[src/rtl/store_narrower.sv]
// Narrows a 32-bit SB/SH/SW store into big-endian byte writes; 1 byte/cycle, done 1 cycle after last byte.
// Backpressure: mem_ready low holds the current byte; illegal/misaligned requests skip straight to done.
module store_narrower #(
  parameter int dataBits = 32,
  parameter int addrBits = 32
) (
  input  logic                clk,
  input  logic                reset,
  input  logic                start,
  input  logic [dataBits-1:0] data,
  input  logic [addrBits-1:0] addr,
  input  logic [1:0]          size,
  input  logic                mem_ready,
  output logic                mem_we,
  output logic [addrBits-1:0] mem_addr,
  output logic [7:0]          mem_wdata,
  output logic                busy,
  output logic                done,
  output logic                misaligned
);

  typedef enum logic [1:0] {S_IDLE, S_WRITE, S_DONE} state_t;

  state_t              r_state;
  logic [1:0]          r_idx;
  logic [1:0]          r_last;
  logic [dataBits-1:0] r_data;
  logic [addrBits-1:0] r_addr;
  logic                r_mis;
  logic                r_mem_we;
  logic [addrBits-1:0] r_mem_addr;
  logic [7:0]          r_mem_wdata;
  logic                r_busy;
  logic                r_done;
  logic                r_misaligned;

  state_t              w_nxt_state;
  logic [1:0]          w_nxt_idx;
  logic [1:0]          w_nxt_last;
  logic [dataBits-1:0] w_nxt_data;
  logic [addrBits-1:0] w_nxt_addr;
  logic                w_nxt_mis;
  logic                w_illegal;
  logic [1:0]          w_req_last;
  logic [1:0]          w_byte_sel;
  logic [7:0]          w_sel_byte;
  logic                w_in_write;

  always_comb begin
    w_illegal  = 1'b0;
    w_req_last = 2'd0;
    case (size)
      2'b00: begin w_illegal = 1'b0;          w_req_last = 2'd0; end
      2'b01: begin w_illegal = addr[0];       w_req_last = 2'd1; end
      2'b10: begin w_illegal = |addr[1:0];    w_req_last = 2'd3; end
      default: begin w_illegal = 1'b1;        w_req_last = 2'd0; end
    endcase
  end

  always_comb begin
    w_nxt_state = r_state;
    w_nxt_idx   = r_idx;
    w_nxt_last  = r_last;
    w_nxt_data  = r_data;
    w_nxt_addr  = r_addr;
    w_nxt_mis   = r_mis;
    case (r_state)
      S_IDLE: begin
        if (start) begin
          w_nxt_data  = data;
          w_nxt_addr  = addr;
          w_nxt_idx   = 2'd0;
          w_nxt_last  = w_req_last;
          w_nxt_mis   = w_illegal;
          w_nxt_state = w_illegal ? S_DONE : S_WRITE;
        end
      end
      S_WRITE: begin
        if (mem_ready) begin
          if (r_idx == r_last) w_nxt_state = S_DONE;
          else                 w_nxt_idx   = r_idx + 2'd1;
        end
      end
      S_DONE:  w_nxt_state = S_IDLE;
      default: w_nxt_state = S_IDLE;
    endcase
  end

  // Big-endian: the first byte written is the most significant byte of the operand slice.
  always_comb begin
    w_byte_sel = w_nxt_last - w_nxt_idx;
    w_sel_byte = 8'h00;
    case (w_byte_sel)
      2'd0: w_sel_byte = w_nxt_data[7:0];
      2'd1: w_sel_byte = w_nxt_data[15:8];
      2'd2: w_sel_byte = w_nxt_data[23:16];
      default: w_sel_byte = w_nxt_data[31:24];
    endcase
  end

  assign w_in_write = (w_nxt_state == S_WRITE);

  always_ff @(posedge clk or negedge reset) begin
    if (!reset) begin
      r_state      <= S_IDLE;
      r_idx        <= 2'd0;
      r_last       <= 2'd0;
      r_data       <= '0;
      r_addr       <= '0;
      r_mis        <= 1'b0;
      r_mem_we     <= 1'b0;
      r_mem_addr   <= '0;
      r_mem_wdata  <= 8'h00;
      r_busy       <= 1'b0;
      r_done       <= 1'b0;
      r_misaligned <= 1'b0;
    end else begin
      r_state      <= w_nxt_state;
      r_idx        <= w_nxt_idx;
      r_last       <= w_nxt_last;
      r_data       <= w_nxt_data;
      r_addr       <= w_nxt_addr;
      r_mis        <= w_nxt_mis;
      r_mem_we     <= w_in_write;
      r_mem_addr   <= w_in_write ? (w_nxt_addr + addrBits'(w_nxt_idx)) : '0;
      r_mem_wdata  <= w_in_write ? w_sel_byte : 8'h00;
      r_busy       <= (w_nxt_state != S_IDLE);
      r_done       <= (w_nxt_state == S_DONE);
      r_misaligned <= (w_nxt_state == S_DONE) && w_nxt_mis;
    end
  end

  assign mem_we     = r_mem_we;
  assign mem_addr   = r_mem_addr;
  assign mem_wdata  = r_mem_wdata;
  assign busy       = r_busy;
  assign done       = r_done;
  assign misaligned = r_misaligned;

endmodule

[config.mk]
export PLATFORM = sky130hd
export DESIGN_NAME = store_narrower
export DESIGN_NICKNAME = d
export VERILOG_FILES = /design/src/rtl/store_narrower.sv
export SDC_FILE = /design/constraint.sdc
export NUM_CORES = 1
export LEC_CHECK = 0
export CORE_UTILIZATION = 51
export DETAILED_ROUTE_END_ITERATION = 16
export GPL_TIMING_DRIVEN = 0
export PLACE_DENSITY = 0.81
export SLEW_MARGIN = 15
export SYNTH_ARGS = -nofsm -noshare
export SYNTH_HDL_FRONTEND = slang
export SYNTH_SLANG_ARGS = --single-unit
[constraint.sdc]
create_clock -name clk -period 4.6 [get_ports clk]
set_clock_uncertainty 0.15 [all_clocks]
set_input_delay 0.46 -clock clk [delete_from_list [all_inputs] [get_ports clk]]
set_output_delay 0.46 -clock clk [all_outputs]
set_load 0.02 [all_outputs]
-- Word-level counts from Yosys, hierarchy flattened
Cells that the tools add are included.
- output and inout bits: 44
- bits of input ports: 70
- flip-flop bits (word level): 115
- word-level logic and storage cells: 51
- reductions and logical operators: 6
- muxes and demuxes: 22
- equal/unequal tests: 8
- $add $sub $neg: 3
- operator list (cell ; number):
    $mux 32 ; 5
    $add 32x2->32 ; 1
    $pmux 8 s3 ; 1
    $mux 2 ; 9
    $pmux 2 s2 ; 3
    $eq 2x1->1 const B ; 4
    $mux 8 ; 1
    $eq 2x2->1 const B ; 3
    $logic_not 2->1 ; 3
    $pmux 1 s3 ; 1
    $add 2x1->2 const B ; 1
    $eq 2x2->1 ; 1
    $mux 1 ; 2
    $reduce_bool 2->1 ; 1
    $reduce_or 2->1 ; 1
    $sub 2x2->2 ; 1
    $logic_and 1x1->1 ; 1

-- Longest topological paths before layout
- depth in word-level cells: 8
- gate-level depth with buffers: 14
- gate-level depth less buffers: 10

-- Worst setup path after synthesis
No wires, ideal clock.
- kind: register -> register
- start point: register r_state[1]
- end point: register r_mem_wdata[0], in the netlist mem_wdata[0]
- data required time: 4331 ps
- buffers on the path: 4
- arrival: 3352 ps
- slack: 979 ps
- stages on the path, launching flop included: 14
- clock period less this slack: 3621 ps
- cell sequence: dfrtp_1 buf_2 nor3b_4 clkbuf_1 buf_2 buf_1 nor2_1 a21oi_1 inv_1 ha_1 xor2_4 xnor2_4 mux4_2 and2_1
- cells in the longest elaborated chain, start to end: 6
- elaborated cells on any way between the ends: 16
- RTL lines (item ; line ; text):
    start, declared ; 24 ; state_t r_state;
    start signal, assigned ; 118 ; r_state <= w_nxt_state;
    $logic_not 2->1 (*) ; 67 ; case (r_state)
    $mux 2 (*) ; 67 ;
    via w_nxt_last[0] ; 39 ; logic [1:0] w_nxt_last;
    $sub 2x2->2 (*) ; 91 ; w_byte_sel = w_nxt_last - w_nxt_idx;
    $eq 2x2->1, or another cell as far along ; 93 ; case (w_byte_sel)
    $pmux 8 s3 (*) ; 93 ;
    $mux 8 (*) ; 126 ; r_mem_wdata <= w_in_write ? w_sel_byte : 8'h00;
    end signal, assigned ; 126 ;
    end, declared ; 32 ; logic [7:0] r_mem_wdata;
Mark *: on every way through the listed nets, which the timed path passes. The rest lies on a longest branch.

-- Worst setup path after layout
- start point: register r_state[1]
- end point: register r_mem_addr[30], in the netlist mem_addr[30]
- elaborated cells on any way between the ends: 11
- RTL lines (item ; line ; text):
    $logic_not 2->1 ; 67 ;
    $mux 32 ; 67 ;
    via w_nxt_addr[0] ; 41 ; logic [addrBits-1:0] w_nxt_addr;
    $add 32x2->32 ; 125 ; r_mem_addr <= w_in_write ? (w_nxt_addr + addrBits'(w_nxt_idx)) : '0;
    $mux 32 ; 125 ;
    end signal, assigned ; 125 ;
    end, declared ; 31 ; logic [addrBits-1:0] r_mem_addr;
The timed path passes the listed nets, and every way through them passes these cells.

==> run_results.csv <==
group,metric,value,unit
synth,synth-seq-cells,115,
power,p_leak,3.24,nW
sta,period_share,89.9,%
global_routing,grt_pass1_wl,22400,um
power,p_int,0.00323,W
routing,dr_total_vias,4401,
sta,rsz0062_at_grt,"false",
floorplan,dieArea,10600,sq um
cts,path_clk_slew,60,ps
routing,initialDrtViolationCount,266,
synth,syn_avg_cell_area,9.84,sq um
cts,cts_num_sinks,115,
layout,final_cell_mix,"nand2_1, dfrtp_1, clkdlybuf4s50_1",
synth,synth_area,5190,sq um
layout,fillers,695,
power,seq_power_share,31.2,%
global_routing,grt_pass1_vias,4555,
layout,final_core_util,72.1,%
placement,portBuffers,113,
routing,met3_length,1160,um
critical_path,cp_max_fo,10,
synth,postSynthCellCount,528,
layout,diodes,0,
min_path,hp-class,"input port to async pin",
synth,synthDominantCellAreaShare,55.4,%
cts,cts_tree,"done",
critical_path,cp-end-kind,"flip-flop",
layout,fin_cells,806,
floorplan,num_io_pins,114,
power,swShare,38.9,%
routing,wl_per_cell,17.4,um
critical_path,rr_worst_depth,14,
sta,finalSetupViolCount,0,
power,pwr-share-clk,23.1,%
sta,fin_crit,4140,ps
floorplan,rows,36,
critical_path,crit_arrival,4360,ps
synth,synth_edf_count,0,
sta,tightest_slew,722,ps
layout,final_common_cell,"nand2_1",
sta,holdWs,259,ps
synth,netlist-cell-type-count,49,
synth,synth_nets,605,
cts,numCtsBuffers,17,
synth,synth_async_sr_flop_share,100,%
power,comb_power_share,45.7,%
cts,worstSkewPairLatency,520,ps
floorplan,start_util,52.9,%
placement,dp_hpwl,9540,um
cts,clock_path_buffers,2,
critical_path,cp-start-kind,"flip-flop",
routing,topRoutingLayerUsed,"met4",
sta,hold_viol,0,
synth,synth.area.top_cells,"dfrtp_1, nand2_1, mux2i_1",
routing,drt_first_pass_iters,4,
run_status,status,"complete, no violations",
critical_path,crit_type,"flip-flop to flip-flop",
sta,max_slew_margin,51.6,%
job,cap_violations,0,
layout,syn2layout_area_growth,36.2,%
routing,routed_wl,14000,um
placement,dp_cells,775,
synth,yosys.area.top_type,"dfrtp_1",
power,p_per_area,747,nW/um^2
global_routing,grt_max_degree,83,
power,power_switching,0.00206,W
sta,max_freq,242,MHz
global_routing,grt_antenna_before_repair,0,
power,ir_drop,0.353,mV
cts,htree_levels,4,
routing,final_antenna_net_count,0,
layout,nNetsFinal,738,
critical_path,rr_startpoint,"r_state[1]$_DFF_PN0_",
global_routing,grt_usage,28.8,%
synth,ys_seq_area_share,55.4,%
global_routing,gr-total-overflow,0,
synth,yosysWarnings,0,
critical_path,rrSetupSlack,460,ps
layout,fin_area,7080,sq um
routing,wl_met1,5680,um
cts,root_buffer,"clkbuf_8",
critical_path,r2r-end,"mem_addr[30]$_DFF_PN0_",
floorplan,fp.dieW,103,um
floorplan,die_y,103,um
placement,gp_congestion,0.865,
sta,slew_viol_final,0,
placement,dpl_cell_area,6520,sq um
synth,synthFlopType,"dfrtp_1",
floorplan,coreArea,9820,sq um
routing,dr_wl_met2,6870,um
critical_path,critPathRequiredTime,4830,ps
routing,via_per_inst,5.46,
layout,drive_gt1_share,8.77,%
routing,remaining_drc_errors,0,
## power by group through the flow
stage               logic, W  registers [W]  clock network, W
floorplan            0.00140        0.00179                 0
global placement     0.00228        0.00164                 0
detailed placement   0.00236        0.00166                 0
CTS                  0.00241        0.00164           0.00123
global route         0.00263        0.00168           0.00128
finish               0.00242        0.00165           0.00122
## routing by layer
metal / up-vias / track usage (%)
li1: 2019 / -
met1: 2120 / 36.1
met2: 231 / 46.2
met3: 31 / 7.12
met4: 0 / 15.5
met5: - / 0
## per-stage QoR
step / setup WS, ps / TNS (ps) / power, W
global route: 163 / 0 / 0.00559
CTS: 81.1 / 0 / 0.00528
global placement: -1320 / -156690 / 0.00392
floorplan: 979 / 0 / 0.00320
detailed placement: -563 / -7300 / 0.00401
finish: 465 / 0 / 0.00529
## how the worst max path moves through the flow
stage | cells after the start | to | from
final | 14 | mem_addr[30]$_DFF_PN0_ | r_state[1]$_DFF_PN0_
after global routing | 12 | mem_wdata[4]$_DFF_PN0_ | r_state[1]$_DFF_PN0_
after CTS | 13 | mem_wdata[4]$_DFF_PN0_ | r_state[1]$_DFF_PN0_
after detailed placement | 13 | mem_wdata[4]$_DFF_PN0_ | start
after global placement | 1 | mem_addr[16]$_DFF_PN0_ | reset
after floorplan | 13 | mem_wdata[0]$_DFF_PN0_ | r_state[1]$_DFF_PN0_
## registers in the layout (all words and copies together), names as in the netlist
name        cells
busy            1
done            1
mem_addr       32
mem_wdata       8
mem_we          1
misaligned      1
r_addr         32
r_data         32
r_idx           2
r_last          2
r_mis           1
r_state         2
## synthesized netlist by cell type, types with 6 or more instances
master / count
inv_1: 18
o21ai_0: 10
a21oi_1: 10
and2_1: 7
dfrtp_1: 115
nand3_1: 23
nand2_1: 158
nor3_1: 20
nor4_1: 8
nor2_1: 36
ha_1: 6
buf_2: 8
mux2_2: 6
mux2i_1: 17
xor2_1: 6
clkbuf_1: 12
xnor2_1: 18
## critical path, cell delays in order, from the launching register on
cell and delay, ps:
dfrtp_1 310, buf_2 190, or3b_1 130, buf_2 220, clkbuf_1 460, clkbuf_1 440, clkbuf_2 390, nand2_1 90
nand2_1 100, ha_1 200, fa_1 340, o211ai_1 310, nor4_1 440, xnor2_1 160, nor2_1 60
## timing repair
item                                   4_1_cts  5_1_grt
setup endpoints to repair                    5        8
gates resized for setup                      1        2
setup buffers                                0        0
endpoints found under the hold margin       33        0
cloned                                       0        0
hold buffers                                 1        0
## layout make-up
type | count | area [sq um] | share of cell area [%]
sequential | 115 | 2880 | 40.7
clock inverter | 11 | 113 | 1.59
multi-input combinational | 372 | 2150 | 30.4
timing repair buffer | 115 | 1170 | 16.5
clock buffer | 20 | 435 | 6.15
inverter | 19 | 71.3 | 1.01
buffer | 21 | 91.3 | 1.29
tap | 133 | 166 | 2.35
## kinds of logic after synthesis
kind of cell | count (synthesis) | share of synthesized area (%)
compound gates | 41 | 5.06
buf+inv | 41 | 3.15
flops | 115 | 55.4
simple gates | 269 | 22.5
mux | 28 | 6.60
fa+ha+maj | 7 | 1.83
xor+xnor | 27 | 5.42
(Power assumes the default switching activity.)
